<file path="src/rtl/aes_word_stream_if.sv">
// Word stream bundle between the AES adapter and its environment: one
// 32-bit input stream (s_*) into the adapter and one 32-bit output stream
// (m_*) out of it.
//
// Handshake: a word moves on a rising clock edge where valid && ready are
// both high. The sender keeps valid high and its payload (data, enc_dec,
// last) unchanged until that transfer, and never withdraws valid.
interface aes_word_stream_if;
  logic        s_valid;
  logic        s_ready;
  logic [31:0] s_data;
  logic        s_enc_dec;
  logic        m_valid;
  logic        m_ready;
  logic [31:0] m_data;
  logic        m_last;

  // Adapter view: sinks the s stream, sources the m stream.
  modport slave (
    input  s_valid, s_data, s_enc_dec, m_ready,
    output s_ready, m_valid, m_data, m_last
  );

  // Environment view: sources the s stream, sinks the m stream.
  modport master (
    output s_valid, s_data, s_enc_dec, m_ready,
    input  s_ready, m_valid, m_data, m_last
  );
endinterface

</file>
<file path="src/rtl/aes_word_stream_adapter.sv">
// Packs four big-endian 32-bit words into a 128-bit AES block, starts the
// core, waits for completion under a watchdog, then unpacks the result into
// four words. The core latency of every completed block is reported on
// last_cycles. One block is in flight at a time.
module aes_word_stream_adapter #(
  parameter int TIMEOUT_CYCLES = 256,
  parameter int CNT_W          = 9
) (
  input  logic                 clk,
  input  logic                 rst_n,
  input  logic [127:0]         key_in,
  aes_word_stream_if.slave     bus,
  output logic                 core_start,
  output logic                 core_enc_dec,
  output logic [127:0]         core_data_in,
  output logic [127:0]         core_key_in,
  input  logic [127:0]         core_data_out,
  input  logic                 core_ready,
  output logic                 busy,
  output logic                 timeout_err,
  output logic [CNT_W-1:0]     last_cycles,
  output logic [2:0]           dbg_state
);

  typedef enum logic [2:0] {
    IDLE      = 3'd0,
    LOAD      = 3'd1,
    START     = 3'd2,
    WAIT_LOW  = 3'd3,
    WAIT_HIGH = 3'd4,
    DRAIN     = 3'd5
  } state_t;

  localparam logic [CNT_W-1:0] CNT_MAX     = '1;
  localparam logic [CNT_W-1:0] TIMEOUT_VAL = CNT_W'(TIMEOUT_CYCLES);

  state_t             state;
  logic [1:0]         in_idx;
  logic [1:0]         out_idx;
  logic [CNT_W-1:0]   cnt;
  logic [CNT_W-1:0]   cnt_inc;
  logic [127:0]       result;
  logic               s_fire;
  logic               m_fire;

  // Word 0 is the most significant word, as in FIPS-197 hex strings.
  function automatic logic [31:0] word_of(input logic [127:0] blk, input logic [1:0] idx);
    case (idx)
      2'd0:    word_of = blk[127:96];
      2'd1:    word_of = blk[95:64];
      2'd2:    word_of = blk[63:32];
      default: word_of = blk[31:0];
    endcase
  endfunction

  // cnt_inc is the wait-cycle number of the current cycle (1 = first cycle
  // after the start pulse); it saturates instead of wrapping.
  assign cnt_inc   = (cnt == CNT_MAX) ? cnt : cnt + 1'b1;
  assign s_fire    = bus.s_valid && bus.s_ready;
  assign m_fire    = bus.m_valid && bus.m_ready;
  assign dbg_state = state;

  // Control FSM; every output is a register updated alongside the state.
  always_ff @(posedge clk or negedge rst_n) begin
    if (!rst_n) begin
      state        <= IDLE;
      in_idx       <= 2'd0;
      out_idx      <= 2'd0;
      cnt          <= '0;
      result       <= '0;
      bus.s_ready  <= 1'b0;
      bus.m_valid  <= 1'b0;
      bus.m_data   <= '0;
      bus.m_last   <= 1'b0;
      core_start   <= 1'b0;
      core_enc_dec <= 1'b0;
      core_data_in <= '0;
      core_key_in  <= '0;
      busy         <= 1'b0;
      timeout_err  <= 1'b0;
      last_cycles  <= '0;
    end else begin
      core_start <= 1'b0;
      case (state)
        IDLE: begin
          bus.s_ready <= 1'b1;
          if (s_fire) begin
            core_data_in[127:96] <= bus.s_data;
            core_enc_dec         <= bus.s_enc_dec;
            core_key_in          <= key_in;
            timeout_err          <= 1'b0;
            in_idx               <= 2'd1;
            busy                 <= 1'b1;
            state                <= LOAD;
          end
        end
        LOAD: begin
          if (s_fire) begin
            case (in_idx)
              2'd1:    core_data_in[95:64] <= bus.s_data;
              2'd2:    core_data_in[63:32] <= bus.s_data;
              default: core_data_in[31:0]  <= bus.s_data;
            endcase
            if (in_idx == 2'd3) begin
              bus.s_ready <= 1'b0;
              core_start  <= 1'b1;
              state       <= START;
            end else begin
              in_idx <= in_idx + 2'd1;
            end
          end
        end
        START: begin
          cnt   <= '0;
          state <= WAIT_LOW;
        end
        WAIT_LOW: begin
          // A ready level left high by the previous operation is ignored
          // until the core has visibly dropped it.
          cnt <= cnt_inc;
          if (cnt_inc >= TIMEOUT_VAL) begin
            timeout_err <= 1'b1;
            busy        <= 1'b0;
            bus.s_ready <= 1'b1;
            state       <= IDLE;
          end else if (!core_ready) begin
            state <= WAIT_HIGH;
          end
        end
        WAIT_HIGH: begin
          // Completion takes priority over a watchdog expiry in the same cycle.
          cnt <= cnt_inc;
          if (core_ready) begin
            result      <= core_data_out;
            last_cycles <= cnt_inc;
            out_idx     <= 2'd0;
            bus.m_valid <= 1'b1;
            bus.m_data  <= core_data_out[127:96];
            bus.m_last  <= 1'b0;
            state       <= DRAIN;
          end else if (cnt_inc >= TIMEOUT_VAL) begin
            timeout_err <= 1'b1;
            busy        <= 1'b0;
            bus.s_ready <= 1'b1;
            state       <= IDLE;
          end
        end
        DRAIN: begin
          if (m_fire) begin
            if (out_idx == 2'd3) begin
              bus.m_valid <= 1'b0;
              bus.m_last  <= 1'b0;
              busy        <= 1'b0;
              bus.s_ready <= 1'b1;
              state       <= IDLE;
            end else begin
              out_idx    <= out_idx + 2'd1;
              bus.m_data <= word_of(result, out_idx + 2'd1);
              bus.m_last <= (out_idx == 2'd2);
            end
          end
        end
        default: begin
          state <= IDLE;
        end
      endcase
    end
  end

endmodule

</file>
<file path="src/flat_wrapper.sv">
// flat-port wrapper written by rule: the top's interface ports become plain ports
module aes_word_stream_adapter_flat 
#(
  parameter int TIMEOUT_CYCLES = 256,
  parameter int CNT_W          = 9
)
  (clk, rst_n, key_in, core_start, core_enc_dec, core_data_in, core_key_in, core_data_out, core_ready, busy, timeout_err, last_cycles, dbg_state, bus_s_valid, bus_s_data, bus_s_enc_dec, bus_m_ready, bus_s_ready, bus_m_valid, bus_m_data, bus_m_last);
  aes_word_stream_if bus_i ();
  input  logic clk;
  input  logic rst_n;
  input  logic [127:0] key_in;
  output logic core_start;
  output logic core_enc_dec;
  output logic [127:0] core_data_in;
  output logic [127:0] core_key_in;
  input  logic [127:0] core_data_out;
  input  logic core_ready;
  output logic busy;
  output logic timeout_err;
  output logic [CNT_W-1:0] last_cycles;
  output logic [2:0] dbg_state;
  input wire logic [$bits(bus_i.s_valid)-1:0] bus_s_valid;
  input wire logic [$bits(bus_i.s_data)-1:0] bus_s_data;
  input wire logic [$bits(bus_i.s_enc_dec)-1:0] bus_s_enc_dec;
  input wire logic [$bits(bus_i.m_ready)-1:0] bus_m_ready;
  output wire logic [$bits(bus_i.s_ready)-1:0] bus_s_ready;
  output wire logic [$bits(bus_i.m_valid)-1:0] bus_m_valid;
  output wire logic [$bits(bus_i.m_data)-1:0] bus_m_data;
  output wire logic [$bits(bus_i.m_last)-1:0] bus_m_last;
  assign bus_i.s_valid = bus_s_valid;
  assign bus_i.s_data = bus_s_data;
  assign bus_i.s_enc_dec = bus_s_enc_dec;
  assign bus_i.m_ready = bus_m_ready;
  assign bus_s_ready = bus_i.s_ready;
  assign bus_m_valid = bus_i.m_valid;
  assign bus_m_data = bus_i.m_data;
  assign bus_m_last = bus_i.m_last;
  aes_word_stream_adapter #(.TIMEOUT_CYCLES(TIMEOUT_CYCLES), .CNT_W(CNT_W)) u_core (.clk(clk), .rst_n(rst_n), .key_in(key_in), .bus(bus_i), .core_start(core_start), .core_enc_dec(core_enc_dec), .core_data_in(core_data_in), .core_key_in(core_key_in), .core_data_out(core_data_out), .core_ready(core_ready), .busy(busy), .timeout_err(timeout_err), .last_cycles(last_cycles), .dbg_state(dbg_state));
endmodule
</file>
<file path="config.mk">
export PLATFORM = sky130hd
export DESIGN_NAME = aes_word_stream_adapter_flat
export DESIGN_NICKNAME = d
export VERILOG_FILES = /design/src/rtl/aes_word_stream_if.sv /design/src/rtl/aes_word_stream_adapter.sv /design/src/flat_wrapper.sv
export SDC_FILE = /design/constraint.sdc
export NUM_CORES = 1
export LEC_CHECK = 0
export ABC_AREA = 1
export BUFFER_PORTS_ARGS = -buffer_cell sky130_fd_sc_hd__buf_4
export CORE_AREA = 8 8 228 230
export DETAILED_ROUTE_END_ITERATION = 6
export DIE_AREA = 0 0 236 238
export PLACE_DENSITY = 0.65
export SETUP_SLACK_MARGIN = 0.1
export SKIP_CTS_REPAIR_TIMING = 1
export SLEW_MARGIN = 5
export SYNTH_ARGS = -nofsm -noshare
export SYNTH_HDL_FRONTEND = slang
export SYNTH_SLANG_ARGS = --single-unit
</file>
<file path="constraint.sdc">
create_clock -name clk -period 1.6 [get_ports clk]
set_input_delay 0.24 -clock clk [delete_from_list [all_inputs] [get_ports clk]]
set_output_delay 0.24 -clock clk [all_outputs]
set_load 0.005 [all_outputs]
</file>
## After elaboration in Yosys (flattened, before gate mapping)

Index checks and enable logic that the tools add are counted.

| word-level totals | value |
|---|---|
| flip-flop bits (word level) | 448 |
| latch bits | 0 |
| RAM bits | 0 |
| memory bits (read-only) | 0 |
| input port bits | 294 |
| logic and storage cells | 124 |
| memories kept | 0 |

| cells by class | value |
|---|---|
| add/subtract/negate cells | 3 |
| multipliers | 0 |
| div/mod/pow operators | 0 |
| magnitude comparators | 1 |
| eq/ne operators | 24 |
| shifts and indexed selects | 0 |
| muxes and demuxes | 51 |
| bitwise operators | 1 |
| reductions and logical operators | 25 |

Operators by type and width:

| operator | number |
|---|---|
| $mux 32 | 3 |
| $pmux 32 s3 | 1 |
| $pmux 32 s2 | 1 |
| $mux 3 | 9 |
| $mux 1 | 21 |
| $pmux 3 s6 | 1 |
| $pmux 9 s2 | 1 |
| $reduce_and 3->1 | 5 |
| $mux 2 | 6 |
| $reduce_and 4->1 | 3 |
| $eq 2x2->1 const B | 5 |
| $ne 2x1->1 const B | 5 |
| $add 9x1->9 const B | 1 |
| $eq 9x9->1 const B | 1 |
| $ge 9x9->1 const B | 1 |
| $mux 9 | 1 |
| $ne 2x2->1 const B | 4 |
| $pmux 2 s2 | 2 |
| $reduce_and 7->1 | 1 |
| $eq 3x2->1 const B | 2 |
| $eq 3x3->1 const B | 2 |
| $ne 3x2->1 const B | 2 |
| $reduce_and 6->1 | 1 |
| $reduce_bool 2->1 | 3 |
| other kinds (17) | 23 |

## Logic depth before layout (Yosys ltp)

Gate-level depths: netlist of the first run.

| logic depth | value |
|---|---|
| depth after elaboration | 6 |
| mapped depth | 10 |

## Worst setup path before layout of the first run

No wires, ideal clock.

| timing | value |
|---|---|
| path kind | register to register |
| from | register u_core.out_idx[0] |
| to | register u_core.bus.m_data[31] |
| setup time | 117 ps |
| arrival time | 1500 ps |
| data required time | 1483 ps |
| slack | -17 ps |
| cell stages (with the launch flop) | 10 |
| path buffers | 2 |
| clock period less this slack | 1617 ps |
| cell sequence | dfrtp_1 > inv_1 > ha_1 > clkbuf_1 > clkbuf_1 > a21oi_1 > nand2_1 > o21ai_0 > nand2_1 > nand2_1 |

| between the ends | value |
|---|---|
| word-level cells in the longest chain between the ends | 6 |
| elaborated cells between the ends (all ways) | 11 |

Ends and longest elaborated chain:

| what | RTL line | source |
|---|---|---|
| from (decl) | aes_word_stream_adapter.sv:39 | `logic [1:0] out_idx;` |
| from (signal assigned) | aes_word_stream_adapter.sv:157 | `out_idx <= out_idx + 2'd1;` |
| $add 2x1->2 | aes_word_stream_adapter.sv:158 | `bus.m_data <= word_of(result, out_idx + 2'd1);` |
| $eq 2x2->1, or another cell as far along | aes_word_stream_adapter.sv:48 | `case (idx)` |
| $pmux 32 s3 | aes_word_stream_adapter.sv:48 |  |
| $mux 32 | aes_word_stream_adapter.sv:150 | `if (out_idx == 2'd3) begin` |
| $mux 32 | aes_word_stream_adapter.sv:149 | `if (m_fire) begin` |
| $pmux 32 s2 | aes_word_stream_adapter.sv:84 | `case (state)` |
| to (signal assigned) | aes_word_stream_adapter.sv:138 | `bus.m_data <= core_data_out[127:96];` |
| to (signal assigned) | aes_word_stream_adapter.sv:158 |  |
| to (decl) | aes_word_stream_if.sv:21 | `output s_ready, m_valid, m_data, m_last` |

Several ways; a longest one is shown, not always the timed one. The select of a mux whose other input is x is not followed.
A chain may end at the register's enable or synchronous reset.

## Final worst setup path of the first run

| timing | value |
|---|---|
| from | register u_core.state[0], in the netlist u_core.dbg_state[0] |
| to | register u_core.core_key_in[27] |

| between the ends | value |
|---|---|
| word-level cells in the longest chain between the ends | 2 |

Ends and longest elaborated chain:

| what | RTL line | source |
|---|---|---|
| from (decl) | aes_word_stream_adapter.sv:37 | `state_t state;` |
| from (signal assigned) | aes_word_stream_adapter.sv:66 | `state <= IDLE;` |
| from (signal assigned) | aes_word_stream_adapter.sv:94 | `state <= LOAD;` |
| from (signal assigned) | aes_word_stream_adapter.sv:107 | `state <= START;` |
| $logic_not 3->1 | aes_word_stream_adapter.sv:84 |  |
| $reduce_and 2->1 (no line) | -- |  |
| to (signal assigned) | aes_word_stream_adapter.sv:90 | `core_key_in <= key_in;` |
| to (decl) | aes_word_stream_adapter.sv:16 | `output logic [127:0] core_key_in,` |

Every way passes these cells.

==> flow_summary_export.csv, run 1 <==
group,metric,value,unit
outcome,status,"finished with violations",
outcome,violations,"hold timing",
layout,multi_input_area,6706,um2
power,p_leak,15.73,nW
sta,max_freq,0.6363,GHz
power,p_switching,19.84,mW
sta,post-route-min-period,1572,ps
critical_path,crit_path_max_fanout,30,
global_routing,track_usage,22.84,%
synth,synth-warning-count,0,
cts,clkTransAtPathRegs,60,ps
synth,syn_area_per_cell,8.539,um2
floorplanning,core_region_area,48340,um2
critical_path,path_class,"flop to flop",
layout,final_cell_mix,"998 x nand2_1, 639 x buf_4, 445 x dfrtp_1",
placement,dp_cells,3342,
cts,cts_tree,"yes",
critical_path,reg2reg_from,"u_core.dbg_state[0]$_DFFE_PN0P_",
cts,h-tree-depth,2,
layout,fillerInstances,3813,
floorplanning,die-area,56170,um2
route,firstDrtPassIters,6,
sta,rsz0062_at_grt,"yes",
synth,syn-num-nets,2454,
layout,area.growth.synth_to_final,63.51,%
placement,dp_slack,-157.0,ps
synth,synth_seq_cells,448,
cts,cts_buffers,51,
cts,cts_root_buffer,"clkbuf_16",
layout,final_layout_size_suffix_gt1_share,30.42,%
floorplanning,start_util,37.99,%
global_routing,first_global_vias,17250,
sta,setup_ws,28.49,ps
min_path,min_delay_worst_endpoint,"u_core.result[115]$_DFFE_PN0P_",
route,drt-total-wl,75930,um
critical_path,critPathLaunchType,"flop",
placement,placed_area,24240,um2
cts,clockBufferDepth,3,
synth,yosysSeqAreaShare,61.04,%
global_routing,grt_max_degree,79,
global_routing,grt_overflow,0,
critical_path,required,2070,ps
route,ant_nets,0,
cts,cts_sinks,448,
synth,syn_inst,2151,
critical_path,crit_arrival,2040,ps
layout,fin_area,30030,um2
route,num_vias,18710,
layout,layout_commonest_cell,"nand2_1",
layout,nets,3387,
sta,hold_ws,-11.56,ps
sta,final.setup.tns,0,ps
synth,synth_area,18370,um2
sta,fin_skew,13.02,ps
placement,hpwl,48880,um
critical_path,worstRegToRegCells,8,
floorplanning,dieHeight,238,um
placement,io_buffers,600,
min_path,hold_depth,3,
min_path,hold_path.class,"primary input to flop",
floorplanning,rows,81,
synth,synth.distinct_cells,32,
cts,clk_latency,580,ps
run,drv_cap,0,
critical_path,r2r_slack,30,ps
route,post_drt_wl_per_cell,20.26,um
power,netSwitchingFraction,36.44,%
route,first_iter_violations,1618,
floorplanning,die_w,236,um
layout,seqCellArea,11210,um2
power,p_clk_share,21.9,%
sta,slew_viol_final,0,
layout,fin_cells,3748,
floorplanning,ios,601,
critical_path,endpoint_kind,"flop",
power,internal_power,34.60,mW
sta,hold_viol,5,
sta,relSlewSlack,69.75,%
global_routing,grt_antenna_before_repair,5,
sta,tightest_slew,453.7,ps
power,power_frac_comb,41.8,%
power,seqPwrFrac,36.3,%
power,p_per_area,1813,nW/um2
global_routing,grt_pass1_wl,102100,um
min_path,min_from,"core_data_out[115]",
route,drt_drc_violations_left,0,
placement,gp_congestion,0.8916,
sta,timing.final.crit_share,98.22,%
sta,finalSetupViolations,0,
critical_path,rr_endpoint,"u_core.core_key_in[27]$_DFFE_PN0P_",
power,ir_drop,0.001089,V
route,viasPerCell,4.991,
## how the worst max path moves through the flow
stage | startpoint | endpoint | slack (ps) | depth (start not counted)
after floorplan | u_core.bus.s_ready$_DFFE_PN0P_ | u_core.core_key_in[100]$_DFFE_PN0P_ | 110 | 8
after global placement | u_core.dbg_state[2]$_DFFE_PN0P_ | u_core.bus.m_data[9]$_DFFE_PN0P_ | -40 | 7
after detailed placement | u_core.out_idx[1]$_DFFE_PN0P_ | u_core.bus.m_data[3]$_DFFE_PN0P_ | -160 | 7
after CTS | u_core.out_idx[1]$_DFFE_PN0P_ | u_core.bus.m_data[3]$_DFFE_PN0P_ | -230 | 7
after global routing | u_core.dbg_state[0]$_DFFE_PN0P_ | u_core.core_data_in[120]$_DFFE_PN0P_ | -60 | 7
final | u_core.dbg_state[0]$_DFFE_PN0P_ | u_core.core_key_in[27]$_DFFE_PN0P_ | 30 | 8
## critical path: stages, from the launching register on
cell	delay [ps]
dfrtp_2	450
nor2_4	190
nand2_2	90
inv_2	100
nand2_8	90
buf_12	170
buf_12	170
nand2_1	100
nand2_1	60
## area by class of cell
cell class | instances | share of cell area, %
inverter | 125 | 1.679
clock inverter | 17 | 0.5957
multi-input combinational | 1463 | 22.33
tap | 622 | 2.591
timing repair buffer | 995 | 30.35
sequential | 448 | 37.34
clock buffer | 75 | 5.091
antenna | 3 | 0.02500
## metrics by stage
| step | util (%) | total power [mW] |
|---|---|---|
| after floorplan | - | 27.35 |
| after global placement | 50.14 | 38.11 |
| after detailed placement | 50.14 | 38.64 |
| after CTS | 53.67 | 50.81 |
| after global routing | 62.12 | 57.63 |
| final | 62.13 | 54.44 |
## sequential cells by signal, summed over array words and instances (netlist names)
register,count
u_core.core_key_in,128
u_core.cnt,9
u_core.bus.m_last,1
u_core.last_cycles,9
u_core.dbg_state,3
u_core.bus.m_data,32
u_core.bus.s_ready,1
u_core.result,128
u_core.busy,1
u_core.out_idx,2
u_core.bus.m_valid,1
u_core.core_start,1
u_core.core_data_in,128
u_core.timeout_err,1
u_core.in_idx,2
u_core.core_enc_dec,1
## synthesized netlist by cell type
| library cell | instances | area, um2 |
|---|---|---|
| or2_2 | 5 | 31.28 |
| clkbuf_1 | 44 | 165.2 |
| nand2_1 | 1060 | 3979 |
| nor2_2 | 1 | 6.260 |
| a21oi_1 | 66 | 330.3 |
| nand2_2 | 3 | 18.77 |
| o21ai_0 | 219 | 1096 |
| o211ai_1 | 1 | 7.510 |
| o21ai_2 | 1 | 8.760 |
| nor3_1 | 1 | 5.000 |
| o21a_1 | 1 | 7.510 |
| a22oi_1 | 1 | 7.510 |
| buf_2 | 62 | 310.3 |
| and3_1 | 1 | 6.260 |
| nand4_1 | 2 | 12.51 |
| nand3_2 | 2 | 20.02 |
| clkbuf_2 | 1 | 5.000 |
| nor2_4 | 1 | 11.26 |
| buf_6 | 1 | 11.26 |
| nor2_1 | 9 | 33.78 |
| nand3_1 | 59 | 295.3 |
| buf_4 | 4 | 30.03 |
| buf_1 | 3 | 11.26 |
| nand3b_1 | 3 | 22.52 |
| inv_2 | 7 | 26.28 |
| inv_1 | 117 | 439.2 |
| o21bai_1 | 1 | 7.510 |
| clkinv_1 | 1 | 3.750 |
| dfrtp_1 | 448 | 11210 |
| ha_1 | 9 | 112.6 |
| o21ai_1 | 13 | 65.06 |
| nand3_4 | 4 | 70.07 |
## logic make-up after synthesis
logic type | synth area share, %
buf+inv | 5.456
flops | 61.04
fa+ha+maj | 0.6131
simple gates | 24.56
compound gates | 8.331
## power by group through the flow
| stage | combinational (mW) | sequential (mW) | clock, mW |
|---|---|---|---|
| finish | 22.8 | 19.8 | 11.9 |
| floorplan | 8.20 | 19.2 | 0 |
| global route | 24.8 | 20.2 | 12.6 |
| detailed placement | 19.3 | 19.3 | 0 |
| CTS | 19.3 | 19.3 | 12.1 |
| global placement | 18.9 | 19.2 | 0 |
## per-layer routing
layer	track usage (%)	vias up	wire (um)
met5	0	-	34
met1	28.15	9000	28610
met4	7.536	6	2979
met3	7.372	206	6820
li1	-	8575	-
met2	37.81	920	37480
No activity file was read; power rests on OpenSTA's default activity.
==> run 2, diff against run 1 <==
RECOVER_POWER = 50   (was not set)
==> run 2 against run 1 <==
Against the previous run:
- the run still ends with hold timing left
- worst setup slack got worse by 7.0 ps
- count of clock-buffer cells in the layout did not move
- maximum frequency down 0.45%
- routed wire length grew 0.13%
- utilization fell by 0.29 points
- global-route usage did not move
==> flow_summary_export.csv, run 2 (synthesis gave the netlist of run 1 again) <==
group,metric,value,unit
sta,rsz0062_at_grt,"yes",
route,firstDrtPassIters,6,
cts,clkTransAtPathRegs,60,ps
critical_path,endpoint_kind,"flop",
global_routing,grt_overflow,0,
critical_path,crit_arrival,2050,ps
layout,final_layout_size_suffix_gt1_share,30.10,%
layout,final_cell_mix,"998 x nand2_1, 629 x buf_4, 445 x dfrtp_1",
layout,nets,3387,
critical_path,path_class,"flop to flop",
layout,layout_commonest_cell,"nand2_1",
power,p_leak,15.66,nW
cts,clk_latency,580,ps
outcome,violations,"hold timing",
critical_path,required,2070,ps
layout,reg_top3,"u_core.core_data_in: 128 flops, u_core.core_key_in: 128 flops, u_core.result: 128 flops",
route,viasPerCell,4.988,
cts,cts_sinks,448,
layout,area.growth.synth_to_final,62.75,%
placement,placed_area,24240,um2
route,drt_drc_violations_left,0,
sta,post-route-min-period,1579,ps
sta,tightest_slew,907.9,ps
cts,cts_tree,"yes",
floorplanning,ios,601,
route,first_iter_violations,1602,
critical_path,r2r_slack,20,ps
floorplanning,start_util,37.99,%
floorplanning,die_w,236,um
global_routing,grt_antenna_before_repair,5,
sta,slew_viol_final,0,
min_path,hold_path.class,"primary input to flop",
floorplanning,rows,81,
floorplanning,die-area,56170,um2
sta,relSlewSlack,39.48,%
critical_path,crit_path_max_fanout,30,
sta,setup_ws,21.44,ps
cts,cts_buffers,51,
global_routing,grt_max_degree,79,
floorplanning,dieHeight,238,um
cts,clockBufferDepth,3,
route,drt-total-wl,76020,um
sta,fin_skew,14.95,ps
placement,gp_congestion,0.8916,
sta,finalSetupViolations,0,
sta,hold_ws,-10.91,ps
sta,hold_viol,5,
placement,dp_slack,-157.0,ps
run,drv_cap,0,
power,p_per_area,1820,nW/um2
route,num_vias,18690,
layout,fin_area,29890,um2
outcome,status,"finished with violations",
route,post_drt_wl_per_cell,20.29,um
layout,fillerInstances,3832,
cts,h-tree-depth,2,
global_routing,first_global_vias,17250,
global_routing,grt_pass1_wl,102100,um
placement,hpwl,48880,um
sta,final.setup.tns,0,ps
global_routing,track_usage,22.84,%
critical_path,critPathLaunchType,"flop",
power,ir_drop,0.001088,V
placement,io_buffers,600,
floorplanning,core_region_area,48340,um2
cts,cts_root_buffer,"clkbuf_16",
sta,max_freq,0.6335,GHz
route,ant_nets,0,
sta,timing.final.crit_share,98.66,%
## run 2: cell type report
cell class              instances  area (um2)  share of cell area [%]
repair buffers                995        8977                   30.03
clock inverters                17       178.9                  0.5985
diodes                          2       5.005                 0.01674
clock buffers                  75        1529                   5.115
inverters                     125       504.2                   1.687
flip-flops and latches        448       11210                   37.51
multi-input cells            1463        6706                   22.43
well taps                     622       778.2                   2.603
## run 2: final timing paths
check / from / end / cells after the start
worst max-delay path: u_core.dbg_state[0]$_DFFE_PN0P_ / u_core.core_key_in[27]$_DFFE_PN0P_ / 8
worst min-delay path: core_data_out[115] / u_core.result[115]$_DFFE_PN0P_ / 3
worst max register to register: u_core.dbg_state[0]$_DFFE_PN0P_ / u_core.core_key_in[27]$_DFFE_PN0P_ / 8
worst min register to register: u_core.bus.m_data[28]$_DFFE_PN0P_ / u_core.bus.m_data[28]$_DFFE_PN0P_ / 2
max in group asynchronous: rst_n / u_core.core_key_in[30]$_DFFE_PN0P_ / 3
min in group asynchronous: rst_n / u_core.core_key_in[64]$_DFFE_PN0P_ / 2
## run 2: critical path, stage by stage, from the launching register on
cell and delay [ps]:
dfrtp_2 450, nor2_4 190, nand2_2 90, inv_2 100
nand2_8 90, buf_12 170, buf_12 170, nand2_1 110
nand2_1 60
## run 2: stage by stage
step           hold slack [ps]  utilization (%)  cells  power (mW)
3_3_place_gp             204.0            50.14   3342       38.11
3_5_place_dp             202.5            50.14   3342       38.64
2_1_floorplan           -55.59                -   2151       27.35
6_report                -10.91            61.84   3747       54.41
4_1_cts                 -431.2            53.67   3434       50.81
5_1_grt                 0.5915            61.84   3747       57.58
## run 2: layer usage
layer / GRT usage, % / wire (um) / vias to the layer above
li1: - / - / 8579
met1: 28.15 / 29120 / 9032
met2: 37.81 / 37510 / 867
met3: 7.372 / 6397 / 207
met4: 7.536 / 2962 / 6
met5: 0 / 34 / -
## run 2: where the power goes
group          total (mW)  internal (mW)  switching [mW]  leakage, nW
Combinational        22.7           11.1            11.7         9.14
Sequential           19.8           16.4            3.34         5.68
Clock                11.9           7.09            4.83        0.838
Total                54.4           34.6            19.8         15.7
